**config.mk**
```make
export PLATFORM = sky130hd
export DESIGN_NAME = burrito
export DESIGN_NICKNAME = d
export VERILOG_FILES = /design/src/rtl/burrito.sv
export SDC_FILE = /design/constraint.sdc
export NUM_CORES = 2
export LEC_CHECK = 0
export CORE_MARGIN = 1
export CORE_UTILIZATION = 30
export DETAILED_ROUTE_END_ITERATION = 8
export DONT_BUFFER_PORTS = 1
export PLACE_DENSITY = 0.44
export SYNTH_ARGS = -nofsm -noshare
export SYNTH_HDL_FRONTEND = slang
export SYNTH_SLANG_ARGS = --single-unit
```
**constraint.sdc**
```tcl
create_clock -name clk -period 8.1 [get_ports clk]
set_input_delay 0.81 -clock clk [delete_from_list [all_inputs] [get_ports clk]]
set_output_delay 0.81 -clock clk [all_outputs]
set_load 0.02 [all_outputs]
```
**src/rtl/burrito.sv**
```systemverilog
// burrito: 32x32 register file feeding a combinational ALU with write-back.
// Ports: clk, rst_n, RegWrite, Addr_op1/op2/Destino, Operacion -> Dato1/2, Resultado, Zero.
module burrito #(
  parameter int DATA_W = 32,
  parameter int ADDR_W = 5
) (
  input  logic              clk,
  input  logic              rst_n,
  input  logic              RegWrite,
  input  logic [ADDR_W-1:0] Addr_op1,
  input  logic [ADDR_W-1:0] Addr_op2,
  input  logic [ADDR_W-1:0] Addr_Destino,
  input  logic [2:0]        Operacion,
  output logic [DATA_W-1:0] Dato1,
  output logic [DATA_W-1:0] Dato2,
  output logic [DATA_W-1:0] Resultado,
  output logic              Zero
);

  localparam int NREG = 1 << ADDR_W;

  logic [DATA_W-1:0] regs [NREG];
  logic              wr_en;
  logic              slt;

  assign wr_en = RegWrite && (Addr_Destino != '0);

  // Reset preloads each register with its own index.
  always_ff @(posedge clk or negedge rst_n) begin
    if (!rst_n) begin
      for (int i = 0; i < NREG; i++) begin
        regs[i] <= DATA_W'(i);
      end
    end else if (wr_en) begin
      regs[Addr_Destino] <= Resultado;
    end
  end

  // Register 0 is hard-wired to zero on the read side.
  assign Dato1 = (Addr_op1 == '0) ? '0 : regs[Addr_op1];
  assign Dato2 = (Addr_op2 == '0) ? '0 : regs[Addr_op2];

  assign slt = $signed(Dato1) < $signed(Dato2);

  always_comb begin
    Resultado = '0;
    case (Operacion)
      3'b000:  Resultado = Dato1 & Dato2;
      3'b001:  Resultado = Dato1 | Dato2;
      3'b010:  Resultado = Dato1 + Dato2;
      3'b110:  Resultado = Dato1 - Dato2;
      3'b111:  Resultado = {{(DATA_W-1){1'b0}}, slt};
      3'b100:  Resultado = ~(Dato1 | Dato2);
      default: Resultado = '0;
    endcase
  end

  assign Zero = (Resultado == '0);

endmodule

```
== Word level (Yosys, flattened, before mapping) ==
Cells that the tools add are included.
Storage, ports and cells
  output and inout bits: 97
  register bits: 1024
  ROM bits: 0
  memories kept: 0
  memory bits (writable): 0
  bits in latches: 0
Operators by class
  bitwise logic cells: 6
  reduce and logical (&&, ||, !) cells: 7
  multiplexer cells: 12
  equal/unequal tests: 5
  shift-type cells: 0
  divide/modulo/power cells: 0
  magnitude comparators: 5
  multiply operators: 0
  add/subtract/negate cells: 2
Operator list (count)
  bitwise mux 1024 bit: 1
  binary-select mux 32 bit (select 5 bit): 2
  two-way mux 32 bit: 7
  one-hot mux 32 bit (6 select lines): 1
  demux 32 bit (select 5 bit): 1
  adder 32 bit: 1
  bitwise AND 32 bit: 1
  zero test 32 bit: 1
  less-than comparator 32 bit: 1
  inverter 32 bit: 1
  OR 32 bit: 1
  subtractor 32 bit: 1
  >= comparator 6 bit (second input constant): 3
  inverter 5 -> 6 bit: 3
  zero test 5 bit: 2
  == test 3 bit (second input constant): 3
  less-than comparator 6 x 1 -> 1 bit (second input constant): 1
  nonzero test 5 bit: 1
  == test 3 x 1 -> 1 bit (second input constant): 1
  == test 3 x 2 -> 1 bit (second input constant): 1
  zero test 3 bit: 1
  logical AND 1 bit: 2

== Logic depth before layout (Yosys ltp) ==
  depth in word-level cells: 9
  depth in mapped cells: 25

== Worst setup path after synthesis ==
Ideal clock, no wire load.
  path kind: input-to-output
  start: input Addr_op2[0]
  end: output Zero
  data arrival time: 6.311 ns
  slack: 0.979 ns
  data required time: 7.290 ns
  stages on the path: 23
  buffers on the path: 4
  cells stage by stage: clkbuf_1 > clkbuf_1 > clkbuf_1 > buf_1 > mux4_2 > mux4_2 > nand2_1 > a21o_1 > inv_1 > ha_1 > fa_1 > a211oi_2 > nor4_1 > o31ai_1 > a31o_2 > a21oi_1 > o21ai_1 > a211o_1 > o21ai_1 > nor3_2 > inv_1 > nor4_1 > and4_1
RTL lines
  from (decl): line 11  | input logic [ADDR_W-1:0] Addr_op2,
  inverter 5 -> 6 bit (implied by the code): line 41  | assign Dato2 = (Addr_op2 == '0) ? '0 : regs[Addr_op2];
  binary-select mux 32 bit (select 5 bit): line 41
  two-way mux 32 bit (implied by the code) (2 in a row): line 41
  two-way mux 32 bit *: line 41
  via Dato2[0]: line 15  | output logic [DATA_W-1:0] Dato2,
  subtractor 32 bit or adder 32 bit (tied branches): line 51, 50
  one-hot mux 32 bit (6 select lines) *: line 47  | case (Operacion)
  via Resultado[30]: line 16  | output logic [DATA_W-1:0] Resultado,
  zero test 32 bit *: line 58  | assign Zero = (Resultado == '0);
  to (decl): line 17  | output logic Zero
Mark *: on every way through the listed nets, which the timed path passes. The rest lies on a longest branch. The select of a mux whose other input is x is not followed.

== Worst setup path after layout ==
  start: input Addr_op1[0]
  end: output Zero
Between the ends
  word-level cells in the longest chain between the ends: 9
Ends and longest elaborated chain
  from (decl): line 10  | input logic [ADDR_W-1:0] Addr_op1,
  inverter 5 -> 6 bit (implied by the code): line 40  | assign Dato1 = (Addr_op1 == '0) ? '0 : regs[Addr_op1];
  binary-select mux 32 bit (select 5 bit): line 40
  two-way mux 32 bit (implied by the code) (2 in a row): line 40
  two-way mux 32 bit *: line 40
  via Dato1[11]: line 14  | output logic [DATA_W-1:0] Dato1,
  parallel branches: the longest is 2 deep, another holds subtractor 32 bit
  one-hot mux 32 bit (6 select lines) *: line 47
  zero test 32 bit *: line 58
Mark *: on every way through the listed nets, which the timed path passes. The select of a mux whose other input is x is not followed.

==> impl_summary.log <==
[metrics] proportion of register bits with asynchronous set or reset after synthesis: 1.00
[metrics] library cell occupying the most area in the post-synthesis netlist: sky130_fd_sc_hd__dfrtp_1
[metrics] last weighted congestion value of the routability-driven placer: 0.911
[metrics] iteration count of the initial detailed-routing pass: 6
[metrics] Die Footprint: 0.196 mm^2
[metrics] Gates resized, CTS repair: 0
[metrics] endpoint of the most critical register-to-register path: regs[895]
[metrics] remaining global-route overflow: 0
[metrics] number of buffers inserted by post-CTS setup repair: 0
[metrics] Layout Area Growth over Synthesis: 11.1%
[metrics] kind of start point of the critical path: input pin
[metrics] kind of end point of the critical path: primary output
[metrics] top register by number of flip-flops: regs
[metrics] Most used DFF post-synth: sky130_fd_sc_hd__dfrtp_1
[metrics] registers with the most flip-flops: regs (1024)
[metrics] met2 capacity usage during global routing: 0.367
[metrics] via-per-instance ratio: 5.63
[metrics] TritonCTS clock tree: yes
[metrics] outcome: finished clean
[metrics] leakage power of the design: 26.9 nW
[metrics] Hold Crit Class: in -> async
[metrics] H-Tree Level Count: 3
[metrics] register bit total from synthesis: 1,024
[metrics] initial antenna violation count: 3
[metrics] Worst-path clk slew: 0.07 ns
[metrics] latest clock arrival within the worst-skew pair: 0.77 ns
[metrics] mean instance size in the synthesized netlist: 11.0 um^2
[metrics] Final Core Density: 0.336
[metrics] Worst Skew: 0.0374 ns
[metrics] Die Height: 442 um
[metrics] filler cell count: 19,400
[metrics] combinational family with the most area after synthesis: multiplexers
[metrics] mux share of post-synthesis cell area: 0.264
[metrics] final max-slew violation count: 0
[metrics] capture point of the worst path: Zero
[metrics] count of cell types in the netlist: 85
[metrics] maximum number of pins on one net before global-route repair: 1,025
[metrics] total number of clock tree sinks: 1,024
[metrics] Crit Path Max Fanout: 309
[metrics] number of global-route vias before repair: 42,900
[metrics] required time at the worst-slack endpoint: 7.29 ns
[metrics] post-DR wirelength/cell: 29.0 um
[metrics] R2R setup slack: 2.06 ns
[metrics] Port-buffer cells: 0
[metrics] wire length reported by the detailed router: 220,000 um
[metrics] overall fraction of global-route tracks in use: 0.222
[metrics] XOR/XNOR Fraction of Synth Area: 0.000451
[metrics] sequential share of the synthesized area: 0.442
[metrics] Final TNS setup: 0 ns
[metrics] DRT antenna net count: 0
[metrics] dominant cell by count in the synthesized netlist: sky130_fd_sc_hd__dfrtp_1
[metrics] worst setup path start: Addr_op1[0]
[metrics] number of maximum-capacitance constraint violations: 0
[metrics] DPL Wire Length: 126,000 um
[metrics] leading cell types by total area after synthesis: sky130_fd_sc_hd__dfrtp_1, sky130_fd_sc_hd__mux4_2, sky130_fd_sc_hd__a21oi_1
[metrics] post-synth top area share: 0.406
[metrics] Clock Path Buffers: 3
[metrics] flip-flop count of the largest register, all copies and words added: 1,024
[metrics] adder-cell area share of the yosys netlist: 0.0213
[metrics] initial core utilization: 0.302
[metrics] startpoint-to-endpoint class of the critical path: in -> out
[metrics] global routing usage on met1: 0.304
[metrics] top cells by instance count after synthesis: sky130_fd_sc_hd__dfrtp_1, sky130_fd_sc_hd__a21oi_1, sky130_fd_sc_hd__nor2_1
[metrics] min cycle time layout: 8.01 ns
[metrics] number of clock buffers inserted by TritonCTS: 114
[metrics] cells on worst reg2reg path: 18
[metrics] Max Clk Rate: 125 MHz
[metrics] remaining max-slew budget at the tightest pin: 0.0149
[metrics] Arr. time, crit path: 7.20 ns
[metrics] number of violations reported at the end of detailed-routing iteration 0: 3,805
[metrics] area share of and/or/nand/nor cells after synthesis: 0.0931
[metrics] Post-synth EDFFs: 0
[metrics] drt drc: 0
[metrics] total core area: 0.193 mm^2
[metrics] first-pass GRT wire length: 320,000 um
[metrics] busiest layer in global routing: met2
[metrics] Mapped Cells: 5,299
[metrics] share of the clock period used by the worst path after layout: 0.989
[metrics] Pwr Density: 336 mW/mm^2
[metrics] synthesized net count: 5,418
[metrics] Post-Syn Area: 0.0582 mm^2
[metrics] io pins: 118
[metrics] row count: 161
[metrics] synthesis warning total: 0
[metrics] via total after detailed routing: 42,900
[metrics] launch point of the worst reg-to-reg path: regs[518]
[metrics] worst vdd rail ir drop: 183 uV
[metrics] width of the chip: 442 um
[metrics] Final Power: 21.7 mW
[metrics] fraction of final layout cells sized beyond drive strength 1: 0.238
[metrics] synthesized-area fraction occupied by ao, oa, aoi and oai cells: 0.134
[metrics] worst slew pin tran: 1.48 ns
[metrics] tightest hold margin: 0.0635 ns
[metrics] setup violators final: 0
[metrics] layout net count: 5,107
[metrics] RSZ-0062 raised after global routing: false
[metrics] met3 usage in global routing: 0.0280
[metrics] Clock Root Buffer: sky130_fd_sc_hd__clkbuf_16
[metrics] number of hold-slack violations in the final timing report: 0
cells in the final DEF (no fill, tap or decap), drive strengths merged, types with 46 or more instances in the layout:
master	count
inv	136
dfrtp	944
nand2	441
mux4	537
nor2	634
a21oi	645
clkbuf	171
buf	123
mux2i	112
o21ai	390
nand2b	52
mux2	192
o221ai	46
ha	96
nor3	46
dfstp	80
critical path: stages:
cell                       delay [ns]
sky130_fd_sc_hd__mux4_2          0.96
sky130_fd_sc_hd__mux2_2          0.28
sky130_fd_sc_hd__a22o_1          0.18
sky130_fd_sc_hd__nor3_1          0.37
sky130_fd_sc_hd__or3_1           0.28
sky130_fd_sc_hd__inv_1           0.22
sky130_fd_sc_hd__ha_1            0.31
sky130_fd_sc_hd__a21oi_1         0.24
sky130_fd_sc_hd__o31ai_1         0.20
sky130_fd_sc_hd__nor4_1          0.38
sky130_fd_sc_hd__nor2_1          0.11
sky130_fd_sc_hd__a211oi_1        0.41
sky130_fd_sc_hd__a31oi_4         0.12
sky130_fd_sc_hd__nor2_1          0.12
sky130_fd_sc_hd__nor4b_1         0.51
sky130_fd_sc_hd__nand4b_1        0.17
sky130_fd_sc_hd__nor4_1          0.29
sky130_fd_sc_hd__and4_1          0.35
sky130_fd_sc_hd__buf_4           0.19
routing by layer:
layer  wire length (um)  vias up
met5                  8        -
li1                   -    18700
met1              96600    22600
met2             106000     1296
met4               6440        2
met3              11500      301
cells by family after synthesis:
family / after synthesis
AOI/OAI and AO/OA: 1349
xor gates and xnor gates: 3
adders and majority gates: 98
buffers and inverters: 682
DFF: 1024
muxes: 841
and+or+nand+nor: 1302
cell type report:
| cell class | count | area (um^2) | area share |
|---|---|---|---|
| Clock buffer | 171 | 3430 | 0.0530 |
| Timing Repair Buffer | 124 | 1120 | 0.0173 |
| Clock inverter | 43 | 443 | 0.00685 |
| Antenna cell | 1 | 2.50 | 0.0000387 |
| Inverter | 131 | 492 | 0.00760 |
| Sequential cell | 1024 | 25700 | 0.398 |
| Tap cell | 2526 | 3160 | 0.0489 |
| Multi-Input combinational cell | 3593 | 30300 | 0.469 |
metrics by stage:
stage | instances | instance area, um^2 | setup WS, ns
after global placement | 7391 | 60600 | 0.604
final | 7613 | 64700 | 0.0869
after detailed placement | 7391 | 60600 | 0.560
after floorplan | 5299 | 58200 | 0.979
after CTS | 7605 | 64500 | 0.565
after global routing | 7613 | 64700 | 0.0503
power breakdown:
group | switching, mW | internal (mW) | total, mW
Sequential | 1.22 | 6.86 | 8.08
Combinational | 4.72 | 3.47 | 8.19
Clock | 2.31 | 3.14 | 5.45
worst min path at each step:
stage                from    endpoint  slack [ns]
6_report            rst_n   regs[505]        0.06
4_1_cts             rst_n   regs[635]       -0.31
5_1_grt             rst_n   regs[216]        0.13
3_5_place_dp    regs[992]   regs[992]        0.38
3_3_place_gp   regs[1007]  regs[1007]        0.38
2_1_floorplan  regs[1005]  regs[1005]        0.44
Power figures use the tool's default switching activity.
